$ cat config.mk
export PLATFORM = sky130hd
export DESIGN_NAME = sd_audio_streamer
export DESIGN_NICKNAME = d
export VERILOG_FILES = /design/src/rtl/audio_pkg.sv /design/src/rtl/edge_detect_rise.sv /design/src/rtl/sd_audio_streamer.sv
export SDC_FILE = /design/constraint.sdc
export NUM_CORES = 1
export LEC_CHECK = 0
export ABC_CLOCK_PERIOD_IN_PS = 3950
export CORE_MARGIN = 10
export CORE_UTILIZATION = 40
export DETAILED_ROUTE_END_ITERATION = 10
export PLACE_DENSITY_LB_ADDON = 0.1
export SETUP_SLACK_MARGIN = 0.15
export SLEW_MARGIN = 0
export SYNTH_ARGS = -nofsm -noshare
export SYNTH_HDL_FRONTEND = slang
export SYNTH_HIERARCHICAL = 1
export SYNTH_SLANG_ARGS = --single-unit
export TNS_END_PERCENT = 1
$ cat constraint.sdc
create_clock -name clk -period 3.95 [get_ports clk]
set_clock_uncertainty 0.1 [all_clocks]
set_input_delay 0.79 -clock clk [delete_from_list [all_inputs] [get_ports clk]]
set_output_delay 0.79 -clock clk [all_outputs]
set_load 0.005 [all_outputs]
$ cat src/rtl/audio_pkg.sv
`timescale 1ns/1ps
`default_nettype none
// ============================================================================
// Module   : audio_pkg
// Purpose  : Shared definitions for the SD-card-to-audio-FIFO writer path:
//            streamer state encoding, SD block size, audio FIFO depth and a
//            saturating byte-counter helper.
// Ports    : none (package)
// Revision : 1.0 - initial release
// ============================================================================
package audio_pkg;

  localparam int SD_BLOCK_BYTES   = 512;
  localparam int AUDIO_FIFO_DEPTH = 2048;

  typedef enum logic [2:0] {
    IDLE       = 3'd0,
    WAIT_SPACE = 3'd1,
    ISSUE      = 3'd2,
    XFER       = 3'd3,
    NEXT       = 3'd4,
    DONE       = 3'd5
  } stream_state_t;

  // 8-bit increment that sticks at 255 instead of wrapping.
  function automatic logic [7:0] sat_inc8(input logic [7:0] v);
    return (v == 8'hFF) ? v : v + 8'd1;
  endfunction

endpackage : audio_pkg
`default_nettype wire

$ cat src/rtl/edge_detect_rise.sv
`timescale 1ns/1ps
`default_nettype none
// ============================================================================
// Module   : edge_detect_rise
// Purpose  : Registered rising-edge detector. Produces a one-cycle pulse the
//            cycle after sig_i is first sampled high following a low sample.
// Ports    : clk     - clock, all logic on posedge
//            reset_n - synchronous active-low reset
//            sig_i   - level input to watch
//            rise_o  - registered one-cycle rising-edge pulse
// Revision : 1.0 - initial release
// ============================================================================
module edge_detect_rise (
  input  logic clk,
  input  logic reset_n,
  input  logic sig_i,
  output logic rise_o
);

  logic prev_q;
  logic rise_q;

  always_ff @(posedge clk) begin
    if (!reset_n) begin
      prev_q <= 1'b0;
      rise_q <= 1'b0;
    end else begin
      prev_q <= sig_i;
      rise_q <= sig_i & ~prev_q;
    end
  end

  assign rise_o = rise_q;

endmodule : edge_detect_rise
`default_nettype wire

$ cat src/rtl/sd_audio_streamer.sv
`timescale 1ns/1ps
`default_nettype none
// ============================================================================
// Module   : sd_audio_streamer
// Purpose  : Writer half of the audio path. Issues block reads to the SD
//            controller and pushes every returned byte into the audio sample
//            FIFO, gated on FIFO space so a whole block always fits.
// Ports    : clk, reset_n         - clock / synchronous active-low reset
//            start, stop, loop_en - streaming control
//            sd_ready, sd_byte_available, sd_dout, sd_rd, sd_address
//                                 - SD controller read interface
//            fifo_count, fifo_full, fifo_din, fifo_wr_en
//                                 - audio FIFO write interface
//            busy, done, overflow_count - status
// Revision : 1.0 - initial release
// ============================================================================
module sd_audio_streamer
  import audio_pkg::*;
#(
  parameter int unsigned BLOCK_BYTES = SD_BLOCK_BYTES,
  parameter int unsigned FIFO_DEPTH  = AUDIO_FIFO_DEPTH,
  parameter int unsigned START_BLOCK = 0,
  parameter int unsigned NUM_BLOCKS  = 1024
) (
  input  logic        clk,
  input  logic        reset_n,
  input  logic        start,
  input  logic        stop,
  input  logic        loop_en,
  input  logic        sd_ready,
  input  logic        sd_byte_available,
  input  logic [7:0]  sd_dout,
  output logic        sd_rd,
  output logic [31:0] sd_address,
  input  logic [10:0] fifo_count,
  input  logic        fifo_full,
  output logic [7:0]  fifo_din,
  output logic        fifo_wr_en,
  output logic        busy,
  output logic        done,
  output logic [7:0]  overflow_count
);

  localparam int          BC_W        = $clog2(BLOCK_BYTES + 1);
  localparam logic [31:0] START_ADDR  = 32'(START_BLOCK * BLOCK_BYTES);
  localparam logic [31:0] ADDR_STEP   = 32'(BLOCK_BYTES);
  localparam logic [31:0] SPACE_LIMIT = 32'(FIFO_DEPTH - BLOCK_BYTES);
  localparam logic [31:0] LAST_COUNT  = 32'(NUM_BLOCKS);
  localparam logic [BC_W-1:0] BLK_END = BC_W'(BLOCK_BYTES);

  stream_state_t   state_q;
  logic            sd_rd_q;
  logic [31:0]     addr_q;
  logic [31:0]     blk_q;
  logic [BC_W-1:0] byte_cnt_q;
  logic            stop_pending_q;
  logic            busy_q;
  logic            done_q;
  logic [7:0]      ovf_q;
  logic [7:0]      fifo_din_q;
  logic            fifo_wr_en_q;
  logic [7:0]      sd_dout_q;

  logic [31:0]     blk_d;
  logic [7:0]      ovf_d;
  logic            byte_rise;
  logic            space_ok;

  // The byte pulse lags sd_byte_available by one register, so sd_dout is
  // delayed by the same amount to keep data aligned with its strobe.
  edge_detect_rise u_byte_edge (
    .clk     (clk),
    .reset_n (reset_n),
    .sig_i   (sd_byte_available),
    .rise_o  (byte_rise)
  );

  assign blk_d    = blk_q + 32'd1;
  assign ovf_d    = sat_inc8(ovf_q);
  // A read is only issued when a whole block is guaranteed to fit.
  assign space_ok = ({21'd0, fifo_count} <= SPACE_LIMIT);

  always_ff @(posedge clk) begin
    if (!reset_n) begin
      sd_dout_q <= 8'd0;
    end else begin
      sd_dout_q <= sd_dout;
    end
  end

  always_ff @(posedge clk) begin
    if (!reset_n) begin
      state_q        <= IDLE;
      sd_rd_q        <= 1'b0;
      addr_q         <= START_ADDR;
      blk_q          <= 32'd0;
      byte_cnt_q     <= '0;
      stop_pending_q <= 1'b0;
      busy_q         <= 1'b0;
      done_q         <= 1'b0;
      ovf_q          <= 8'd0;
      fifo_din_q     <= 8'd0;
      fifo_wr_en_q   <= 1'b0;
    end else begin
      fifo_wr_en_q <= 1'b0;

      // Stop only takes effect at a block boundary; remember it until then.
      if (stop && (state_q != IDLE) && (state_q != DONE)) begin
        stop_pending_q <= 1'b1;
      end

      case (state_q)
        IDLE, DONE: begin
          if (start && !stop) begin
            state_q        <= WAIT_SPACE;
            addr_q         <= START_ADDR;
            blk_q          <= 32'd0;
            done_q         <= 1'b0;
            ovf_q          <= 8'd0;
            busy_q         <= 1'b1;
            stop_pending_q <= 1'b0;
          end
        end

        WAIT_SPACE: begin
          if (stop_pending_q || stop) begin
            state_q        <= IDLE;
            stop_pending_q <= 1'b0;
            busy_q         <= 1'b0;
          end else if (space_ok && sd_ready) begin
            state_q    <= ISSUE;
            byte_cnt_q <= '0;
          end
        end

        ISSUE: begin
          byte_cnt_q <= '0;
          // Raise the request, then hold it until the controller drops
          // ready to show it has accepted the read.
          if (!sd_rd_q) begin
            sd_rd_q <= 1'b1;
          end else if (!sd_ready) begin
            sd_rd_q <= 1'b0;
            state_q <= XFER;
          end
        end

        XFER: begin
          if (byte_rise && (byte_cnt_q < BLK_END)) begin
            byte_cnt_q <= byte_cnt_q + BC_W'(1);
            fifo_din_q <= sd_dout_q;
            if (fifo_full) begin
              ovf_q <= ovf_d;
            end else begin
              fifo_wr_en_q <= 1'b1;
            end
          end else if ((byte_cnt_q == BLK_END) && sd_ready) begin
            state_q <= NEXT;
          end
        end

        NEXT: begin
          blk_q  <= blk_d;
          addr_q <= addr_q + ADDR_STEP;
          if (blk_d == LAST_COUNT) begin
            if (loop_en) begin
              addr_q  <= START_ADDR;
              blk_q   <= 32'd0;
              state_q <= WAIT_SPACE;
            end else begin
              state_q        <= DONE;
              busy_q         <= 1'b0;
              done_q         <= 1'b1;
              stop_pending_q <= 1'b0;
            end
          end else begin
            state_q <= WAIT_SPACE;
          end
        end

        default: begin
          state_q <= IDLE;
          busy_q  <= 1'b0;
          sd_rd_q <= 1'b0;
        end
      endcase
    end
  end

  assign sd_rd          = sd_rd_q;
  assign sd_address     = addr_q;
  assign fifo_din       = fifo_din_q;
  assign fifo_wr_en     = fifo_wr_en_q;
  assign busy           = busy_q;
  assign done           = done_q;
  assign overflow_count = ovf_q;

endmodule : sd_audio_streamer
`default_nettype wire
==> results.json <==
{
  "r2r.worst_path.cells": 11,
  "tritoncts_num_sinks": 99,
  "min_delay_worst_endpoint": "sd_address[28]",
  "clk_pin_slew_worst_paths_ns": 0.07,
  "first_global_vias": 4977,
  "r2r_setup_slk_ns": 0.58,
  "ys_dominant_reg_cell": "dfxtp_1",
  "power.share.clock_pct": 41.6,
  "critical-path-max-stage-delay_ns": 0.45,
  "most-common-layout-cells": "dfxtp_1, clkdlybuf4s50_1, nand2_1",
  "worstSetupStartpointType": "register",
  "finalSetupTns_ns": 0,
  "post-synth-top-area-fraction_pct": 36.3,
  "adder_cell_share_of_the_synthesized_area_pct": 1.38,
  "largest_family_of_logic_cells_by_synthesized_area": "simple AND/OR/NAND/NOR gates",
  "instances_no_fill": 904,
  "synth.yosys.warnings": 6,
  "switching_power_uw": 560,
  "routed_wirelength_mm": 14.6,
  "initial_utilization_pct": 41.0,
  "final_layout_size_suffix_gt1_share_pct": 6.59,
  "pwr-share-comb_pct": 9.2,
  "fmax_mhz": 297,
  "cts_hold_buffers": 0,
  "synthDistinctLibCells": 66,
  "synth_seq_cells": 99,
  "critical_path_depth": 11,
  "synth-async-reset-ratio_pct": 0,
  "antenna_cells_inserted": 0,
  "grt_overflow_total": 0,
  "row_count": 42,
  "min-delay-path-class": "register to register",
  "route.detailed.vias_per_inst": 5.75,
  "clk-insertion-delay-late_ns": 0.36,
  "internal_power_mw": 1.55,
  "pwr_density_cell_nw_per_um2": 321,
  "grt_max_degree": 46,
  "dp.cells": 888,
  "result_of_the_run": "finished clean",
  "post-route-drc-count": 0,
  "post-route-period-util_pct": 85.3,
  "clock_tree_from_tritoncts": "done",
  "worst_hold_startpoint": "sd_address[28]",
  "cts_buffers": 9,
  "met2WireLength_mm": 6.78,
  "timing.hold.worst_path_depth": 2,
  "route.detailed.wl_per_inst_um": 16.2,
  "critPathTopFamily": "simple AND/OR/NAND/NOR gates",
  "report.final.slew_viol_count": 0,
  "timing.final.setup_violations": 0,
  "port_buf_inserts": 69,
  "syn-instance-count": 671,
  "synthSimpleGateAreaFrac_pct": 32.9,
  "rr_endpoint": "blk_q[20]",
  "post_cts.resized_instances": 0,
  "rsz0062_at_grt": "no",
  "met3RoutedLength_um": 888,
  "design.die.area_um2": 18700,
  "synth_area_leaders": "dfxtp_1, nand4_1, nand2_1",
  "m1WireLength_mm": 6.71,
  "chipHeight_um": 137,
  "synth_compound_gate_area_share_pct": 16.5,
  "mostFrequentLayoutCell": "dfxtp_1",
  "antenna_found_initial": 0,
  "report.final.hold_viol_count": 0,
  "cts-root-to-sink-buffers": 2,
  "power.share.sequential_pct": 49.2,
  "synth_xor_area_share_pct": 4.01,
  "timing.critical_path.cells": "ha_1 > nand2_1 > nor4_2 > buf_4 > and3_1 > nand4_1 > a22oi_1 > nand4_1 > buf_4 > and2_4 > a221o_1",
  "global_route_wire_length_before_repair_mm": 24.5,
  "postRouteAntennaNets": 0,
  "synth_top_cell_by_area": "dfxtp_1",
  "worst_path_max_delay_cell": "dfxtp_1",
  "path_buf_inv": 2,
  "synth.mux.area_fraction_pct": 2.75,
  "gp_routability_congestion": 0.865,
  "synthesis.area_um2": 5460,
  "critical_path.max_fanout": 12,
  "worst-endpoint-required_ns": 4.09,
  "cts.htree.levels": 3,
  "drtPass1Iterations": 5,
  "area.growth.synth_to_final_pct": 20.1,
  "design.core.area_um2": 13300,
  "reg2reg_from": "blk_q[0]",
  "num_io_pins": 79,
  "design.final.nets": 756,
  "cellLeakagePower_nw": 2.22,
  "maxCapViolCount": 0,
  "power_switching_share_pct": 26.6,
  "dp.final_hpwl_mm": 10.4,
  "postSynthAreaPerCell_um2": 8.13,
  "remaining_max_slew_budget_at_the_tightest_pin_pct": 52.0,
  "global_route.usage.total_pct": 15.8,
  "post_cts_setup_buffer_count": 0,
  "data_arrival_critical_path_ns": 3.51,
  "drt_first_iter_violations": 462,
  "top_layer": "met4",
  "synth_sequential_area_ratio_pct": 36.3,
  "crit_type": "register to register",
  "cts_root_buf": "clkbuf_16",
  "overall_via_count_from_detail_route": 5198,
  "synth_enable_flop_cells": 0,
  "worst_pin_slew_ns": 0.714,
  "setup.worst_path.end_class": "register",
  "die_x_um": 137,
  "ir_drop_mv": 0.190,
  "fin_crit_ns": 3.37
}
-- final cells by class --
type / instances / area (um^2)
Fill cell: 1285 / 6740
Tap cell: 176 / 220
Timing Repair Buffer: 85 / 823
Clock inverter: 7 / 67.6
Multi-Input combinational cell: 511 / 3170
Clock buffer: 9 / 225
Inverter: 17 / 63.8
Sequential cell: 99 / 1980
-- metal layers --
layer	vias to the layer above	GRT usage (%)
li1	2572	-
met1	2455	19.5
met2	153	25.9
met3	18	3.85
met4	0	6.21
met5	-	0
-- sequential cells by signal, summed over array words and instances (netlist names) --
register / flops
blk_q: 32
busy: 1
byte_cnt_q: 10
done: 1
fifo_din: 8
fifo_wr_en: 1
overflow_count: 8
sd_address: 23
sd_dout_q: 8
sd_rd: 1
state_q: 3
stop_pending_q: 1
u_byte_edge/prev_q: 1
u_byte_edge/rise_o: 1
-- synth_stat cells, types with 4 or more instances --
cell      number
a21boi_0       4
a21oi_1       19
a22o_1         6
a31o_2         6
a31oi_1       14
and2_1        23
and3_1        14
and4_1         8
buf_2         10
buf_4         14
clkbuf_1      24
dfxtp_1       99
ha_1           6
inv_1         17
mux2i_1       15
nand2_1       62
nand2b_1       5
nand3_1       40
nand3b_1       4
nand4_1       49
nor2_1        48
nor2b_1       19
nor3_1         9
nor4_1        11
o211ai_1       5
o21ai_0       27
o311ai_0      12
or2_2          4
or3_1         12
xnor2_1        7
xor2_1        18
-- worst register-to-register path, stage by stage, from the launching register on --
cell     delay, ns
dfxtp_1       0.45
ha_1          0.28
nand2_1       0.13
nor4_2        0.44
buf_4         0.25
and3_1        0.20
nand4_1       0.10
a22oi_1       0.26
nand4_1       0.25
buf_4         0.26
and2_4        0.20
a221o_1       0.35
-- per-stage QoR --
stage	total power, mW	area (um^2)	hold slack [ns]	setup slack [ns]	util, %
floorplan	1.18	5490	0.360	0.966	-
global placement	1.25	6260	0.369	0.614	47.1
detailed placement	1.25	6260	0.376	0.599	47.1
CTS	2.13	6560	0.393	0.587	49.3
global route	2.20	6560	0.423	0.241	49.3
finish	2.11	6560	0.391	0.579	49.3
-- logic make-up after synthesis --
logic type               Yosys count
multiplexers                      15
buffers and inverters             69
AO/OA/AOI/OAI                    130
adder cells (fa/ha/maj)            6
other                              1
AND/OR/NAND/NOR                  326
XOR/XNOR                          25
flip-flops                        99
-- power groups by stage --
stage | clock network, mW | registers, mW | logic, mW
after floorplan | 0 | 1.05 | 0.139
after global placement | 0 | 1.06 | 0.189
after detailed placement | 0 | 1.06 | 0.192
after CTS | 0.905 | 1.04 | 0.193
after global routing | 0.948 | 1.04 | 0.216
final | 0.876 | 1.04 | 0.193
-- worst max-delay path by stage --
| stage | end | start |
|---|---|---|
| floorplan | blk_q[20] | blk_q[0] |
| global route | blk_q[13] | blk_q[0] |
| detailed placement | blk_q[10] | stop |
| CTS | blk_q[20] | blk_q[0] |
| finish | blk_q[20] | blk_q[0] |
| global placement | sd_address[20] | stop |
Note: power is estimated with default switching activity, not from simulation.
